===== src/rtl/keypad_matrix_scanner_pkg.sv =====
// keypad_pkg: scanner state encodings and the shared key numbering rule
package keypad_pkg;
  typedef enum logic [1:0] {
    SCAN      = 2'd0,
    PRESS_DEB = 2'd1,
    HELD      = 2'd2
  } state_t;
  // key number = row*cols + col; the game decode logic relies on this ordering
  function automatic int pack_code(input int row, input int col, input int cols);
    return row * cols + col;
  endfunction
endpackage


===== src/rtl/keypad_matrix_scanner_sync2.sv =====
// sync2: W-bit two-flop synchronizer, resets to all ones (idle level of active-low inputs)
//  clk  in  1  system clock
//  nrst in  1  synchronous reset, active-low
//  d    in  W  asynchronous input
//  q    out W  synchronized output
module sync2 #(
  parameter int W = 4
) (
  input  logic         clk,
  input  logic         nrst,
  input  logic [W-1:0] d,
  output logic [W-1:0] q
);
  logic [W-1:0] s1;
  always_ff @(posedge clk) begin
    if (!nrst) begin
      s1 <= '1;
      q  <= '1;
    end else begin
      s1 <= d;
      q  <= s1;
    end
  end
endmodule


===== src/rtl/keypad_matrix_scanner.sv =====
// keypad_matrix_scanner: scans a matrix keypad one column at a time and reports one debounced key
//  clk         in  1       system clock
//  nrst        in  1       synchronous reset, active-low
//  row_in      in  ROWS    keypad rows, active-low, asynchronous
//  col_drv     out COLS    one-cold column strobe, all ones when idle
//  key_code    out CODE_W  row*COLS+col of the last accepted key
//  key_valid   out 1       one-cycle pulse on accepted press
//  key_held    out 1       high from press pulse until release pulse
//  key_release out 1       one-cycle pulse on accepted release
module keypad_matrix_scanner
  import keypad_pkg::*;
#(
  parameter  int COLS         = 4,
  parameter  int ROWS         = 4,
  parameter  int SETTLE_CYC   = 4,
  parameter  int DEBOUNCE_CNT = 8,
  localparam int CODE_W       = $clog2(ROWS * COLS)
) (
  input  logic              clk,
  input  logic              nrst,
  input  logic [ROWS-1:0]   row_in,
  output logic [COLS-1:0]   col_drv,
  output logic [CODE_W-1:0] key_code,
  output logic              key_valid,
  output logic              key_held,
  output logic              key_release
);
  localparam int CW = $clog2(COLS);
  localparam int RW = $clog2(ROWS);
  localparam int SW = $clog2(SETTLE_CYC);
  localparam int MW = $clog2(DEBOUNCE_CNT + 1);
  state_t            state, state_n;
  logic [ROWS-1:0]   rs;
  logic [CW-1:0]     c, c_n, c_inc;
  logic [RW-1:0]     r, r_n, low_row;
  logic [SW-1:0]     cnt;
  logic [MW-1:0]     mcnt, mcnt_n, mcnt_inc;
  logic [CODE_W-1:0] code_n;
  logic              valid_n, held_n, rel_n, sample, any_low, r_low, hit;
  sync2 #(.W(ROWS)) u_sync (
    .clk (clk),
    .nrst(nrst),
    .d   (row_in),
    .q   (rs)
  );
  assign sample   = cnt == SW'(SETTLE_CYC - 1);
  assign c_inc    = (c == CW'(COLS - 1)) ? '0 : c + CW'(1);
  assign mcnt_inc = mcnt + MW'(1);
  assign hit      = mcnt_inc == MW'(DEBOUNCE_CNT);
  assign any_low  = ~&rs;
  assign r_low    = ~rs[r];
  always_comb begin
    low_row = '0;
    for (int i = ROWS - 1; i >= 0; i--)
      if (!rs[i]) low_row = RW'(i);
  end
  always_comb begin
    state_n = state;
    c_n     = c;
    r_n     = r;
    mcnt_n  = mcnt;
    code_n  = key_code;
    valid_n = 1'b0;
    held_n  = key_held;
    rel_n   = 1'b0;
    if (sample) begin
      case (state)
        SCAN: begin
          if (any_low) begin
            r_n    = low_row;
            mcnt_n = MW'(1);
            if (DEBOUNCE_CNT == 1) begin
              state_n = HELD;
              mcnt_n  = '0;
              valid_n = 1'b1;
              held_n  = 1'b1;
              code_n  = CODE_W'(pack_code(int'(low_row), int'(c), COLS));
            end else begin
              state_n = PRESS_DEB;
            end
          end else begin
            c_n = c_inc;
          end
        end
        PRESS_DEB: begin
          if (r_low) begin
            mcnt_n = mcnt_inc;
            if (hit) begin
              state_n = HELD;
              mcnt_n  = '0;
              valid_n = 1'b1;
              held_n  = 1'b1;
              code_n  = CODE_W'(pack_code(int'(r), int'(c), COLS));
            end
          end else begin
            state_n = SCAN;
            mcnt_n  = '0;
            c_n     = c_inc;
          end
        end
        HELD: begin
          // mcnt now counts consecutive high samples of the tracked row
          if (!r_low) begin
            mcnt_n = mcnt_inc;
            if (hit) begin
              state_n = SCAN;
              mcnt_n  = '0;
              rel_n   = 1'b1;
              held_n  = 1'b0;
              c_n     = c_inc;
            end
          end else begin
            mcnt_n = '0;
          end
        end
        default: state_n = SCAN;
      endcase
    end
  end
  always_ff @(posedge clk) begin
    if (!nrst) begin
      state       <= SCAN;
      c           <= '0;
      r           <= '0;
      cnt         <= '0;
      mcnt        <= '0;
      col_drv     <= '1;
      key_code    <= '0;
      key_valid   <= 1'b0;
      key_held    <= 1'b0;
      key_release <= 1'b0;
    end else begin
      state       <= state_n;
      c           <= c_n;
      r           <= r_n;
      cnt         <= sample ? '0 : cnt + SW'(1);
      mcnt        <= mcnt_n;
      // registered from the column index, so strobes only move one cycle after a dwell wrap
      col_drv     <= ~(COLS'(1) << c);
      key_code    <= code_n;
      key_valid   <= valid_n;
      key_held    <= held_n;
      key_release <= rel_n;
    end
  end
endmodule

===== config.mk =====
export PLATFORM = sky130hd
export DESIGN_NAME = keypad_matrix_scanner
export DESIGN_NICKNAME = d
export VERILOG_FILES = /design/src/rtl/keypad_matrix_scanner_pkg.sv /design/src/rtl/keypad_matrix_scanner_sync2.sv /design/src/rtl/keypad_matrix_scanner.sv
export SDC_FILE = /design/constraint.sdc
export NUM_CORES = 1
export LEC_CHECK = 0
export BUFFER_PORTS_ARGS = -buffer_cell sky130_fd_sc_hd__buf_2
export CORE_UTILIZATION = 38
export DETAILED_ROUTE_END_ITERATION = 10
export GPL_TIMING_DRIVEN = 0
export PLACE_DENSITY = 0.65
export SLEW_MARGIN = 20
export SYNTH_ARGS = -nofsm -noshare
export SYNTH_HDL_FRONTEND = slang
export SYNTH_SLANG_ARGS = --single-unit

===== constraint.sdc =====
create_clock -name clk -period 3.4 [get_ports clk]
set_input_delay 0.68 -clock clk [delete_from_list [all_inputs] [get_ports clk]]
set_output_delay 0.68 -clock clk [all_outputs]
set_load 0.03 [all_outputs]

==> flow_metrics.py <==
metrics = {
    "detailed_routing": {
        "vias_per_cell": 5.085,
        "drt_first_pass_iters": 4,
        "route.detailed.drc": 0,
        "drtIter0Drc": 89,
        "via_count": 1083,
        "antenna_left": 0,
        "avgRoutedWirePerCell_um": 12.20,
        "wl_met1_um": 1182,
        "wirelength_um": 2599,
        "met3_length_um": 140,
        "dr.max_layer_used": "met4",
        "met2_length_um": 1227,
    },
    "synth": {
        "synthesis.nets": 160,
        "netlist_instances": 143,
        "yosysUniqueCellTypes": 37,
        "synth_edf_count": 0,
        "synth-async-reset-ratio_pct": 0,
        "synth.avg_cell_area_um2": 9.843,
        "synth-seq-cells": 31,
        "yosys_warnings": 0,
        "synth-main-ff-cell": "dfxtp_1",
        "synth_area_um2": 1408,
        "yosysSeqAreaShare_pct": 44.09,
    },
    "timing": {
        "period_needed_ns": 2.080,
        "finalCritPeriodShare_pct": 61.17,
        "fin_tns_setup_ns": 0,
        "rsz0062_at_grt": "no",
        "fmax_mhz": 480.8,
        "slew_viol_final": 0,
        "setup_viol": 0,
        "relSlewSlack_pct": 72.37,
        "worst_slew_pin_slew_ns": 0.4145,
        "setup_slack_ns": 1.320,
        "finalClockSkew_ns": 0.002412,
        "hold_viol": 0,
    },
    "critical_path": {
        "crit_buf_inv": 0,
        "timing.rr.start": "mcnt[0]",
        "crit_arrival_ns": 2.29,
        "endpoint_kind": "register",
        "criticalPathCategory": "reg2reg",
        "cp_max_fo": 8,
        "critPathMaxStageDelay_ns": 0.41,
        "crit_required_ns": 3.61,
        "worst_path_max_delay_cell": "a2111oi_4",
        "critPathLaunchType": "register",
        "path_delay_family": "compound AO/OA/AOI/OAI gates",
        "startpoint": "mcnt[0]",
        "cp_cell_sequence": "ha_1 > nand2b_1 > nor3b_2 > o21ai_2 > a2111oi_4 > mux2i_1",
    },
    "power": {
        "share_seq_of_total_power_pct": 54.0,
        "pwr-share-comb_pct": 6.4,
        "ir_worst_vdd_mv": 0.2977,
        "clock_power_share_pct": 39.6,
        "switchingPower_mw": 0.1699,
        "swShare_pct": 24.10,
        "p_leak_nw": 0.6703,
        "cellPowerDensity_nw_per_um2": 432.3,
        "power_mw": 0.7048,
        "p_int_mw": 0.5349,
    },
    "floorplanning": {
        "die_height_um": 62.86,
        "boundaryPins": 17,
        "core_area_um2": 3442,
        "die_area_um2": 3951,
        "dieWidth_um": 62.86,
        "num_rows": 21,
        "start_util_pct": 40.89,
    },
    "cells_and_area": {
        "nets": 183,
        "fin_area_um2": 1630,
        "mostFrequentLayoutCells": "dfxtp_1, buf_2, nand2_1, inv_1, ha_1",
        "areaGrowthSynthToFinish_pct": 15.82,
        "final_common_cell": "dfxtp_1",
        "drive_gt1_share_pct": 19.76,
        "nFillCells": 337,
        "diodes": 0,
        "finalNonFillerCells": 213,
    },
    "placement": {
        "preCtsSetupSlack_ns": 1.334,
        "place.port_buffers": 16,
        "place_inst": 205,
        "gp_congestion": 0.7595,
        "dp.final_hpwl_um": 1936,
        "place_area_um2": 1545,
    },
    "worst_hold_path": {
        "min_path_type": "reg2reg",
        "hp-start": "u_sync.s1[3]",
    },
    "global_routing": {
        "grt_pass1_vias": 1066,
        "grt_max_degree": 11,
        "grt.overflow.total": 0,
        "grt_pass1_wl_um": 4609,
        "antenna_found_initial": 0,
        "track_usage_pct": 14.97,
    },
    "cts": {
        "clkSinkCount": 31,
        "postCtsSetupRepairBufs": 0,
        "cts_tree": "yes",
        "htree_num_levels": 2,
        "cts_buffers": 5,
        "clock_latency_ns": 0.28,
        "clk_path_buf_depth": 2,
        "cts_resized": 0,
        "root_buffer": "clkbuf_8",
        "postCtsHoldBufs": 0,
        "path_clk_slew_ns": 0.07,
    },
    "outcome": {
        "status": "finished clean",
    },
    "job": {
        "cap_violations": 0,
    },
}
==> sequential cells by signal (all words and copies together), names as in the netlist, 2 cells and up <==
register / cells
r: 2
mcnt: 4
state: 2
u_sync.q: 4
cnt: 2
col_drv: 4
c: 2
u_sync.s1: 4
key_code: 4
==> cells in the mapped netlist (2+ instances only) <==
master | number | area (um^2)
ha_1 | 11 | 137.6
a221oi_1 | 2 | 17.52
a211o_1 | 2 | 17.52
nand3b_1 | 2 | 15.01
mux2i_1 | 7 | 70.07
a21oi_1 | 9 | 45.04
a211oi_1 | 4 | 30.03
nor2_1 | 9 | 33.78
o21ai_0 | 6 | 30.03
dfxtp_1 | 31 | 620.6
inv_1 | 11 | 41.29
nand2b_1 | 9 | 56.30
nor4_1 | 2 | 12.51
clkbuf_1 | 4 | 15.01
nand2_1 | 12 | 45.04
==> per-layer routing <==
| layer | GRT usage (%) | vias up |
|---|---|---|
| met3 | 5.657 | 5 |
| met1 | 17.40 | 500 |
| li1 | - | 550 |
| met5 | 0 | - |
| met4 | 5.814 | 0 |
| met2 | 24.60 | 28 |
==> cell families after synthesis <==
family / share of synthesized area [%]
fa+ha+maj: 9.778
buf+inv: 4.000
flops: 44.09
mux: 6.578
simple gates: 18.31
compound gates: 17.25
==> power by group through the flow <==
stage          clock network, mW  logic [mW]  registers (mW)
5_1_grt                    0.309      0.0520           0.381
2_1_floorplan                  0      0.0310           0.390
4_1_cts                    0.288      0.0455           0.381
3_3_place_gp                   0      0.0437           0.388
3_5_place_dp                   0      0.0454           0.389
6_report                   0.279      0.0451           0.381
==> per-stage QoR <==
step	util, %	hold slack (ns)
final	47.36	0.4075
after global routing	47.36	0.4388
after detailed placement	44.89	0.3953
after CTS	47.36	0.4105
after global placement	44.89	0.3938
after floorplan	-	0.3863
==> worst register-to-register path, cell delays in order, from the launching register on <==
cell	delay [ns]
dfxtp_1	0.38
ha_1	0.29
nand2b_1	0.19
nor3b_2	0.34
o21ai_2	0.15
a2111oi_4	0.41
mux2i_1	0.25
==> final timing paths <==
kind | depth (start not counted) | endpoint | slack, ns
max reg2reg | 6 | c[1] | 1.32
max | 6 | c[1] | 1.32
min | 1 | u_sync.q[3] | 0.41
min reg2reg | 1 | u_sync.q[3] | 0.41
==> layout make-up <==
cell class	instances	area [um^2]	share of cell area, %
flip-flops and latches	31	620.6	38.07
well taps	46	57.56	3.530
plain buffers	4	15.01	0.9210
multi-input cells	97	730.7	44.82
clock inverters	2	12.51	0.7675
repair buffers	16	80.08	4.912
inverters	11	41.29	2.533
clock buffers	6	72.57	4.451
(Power assumes the default switching activity.)
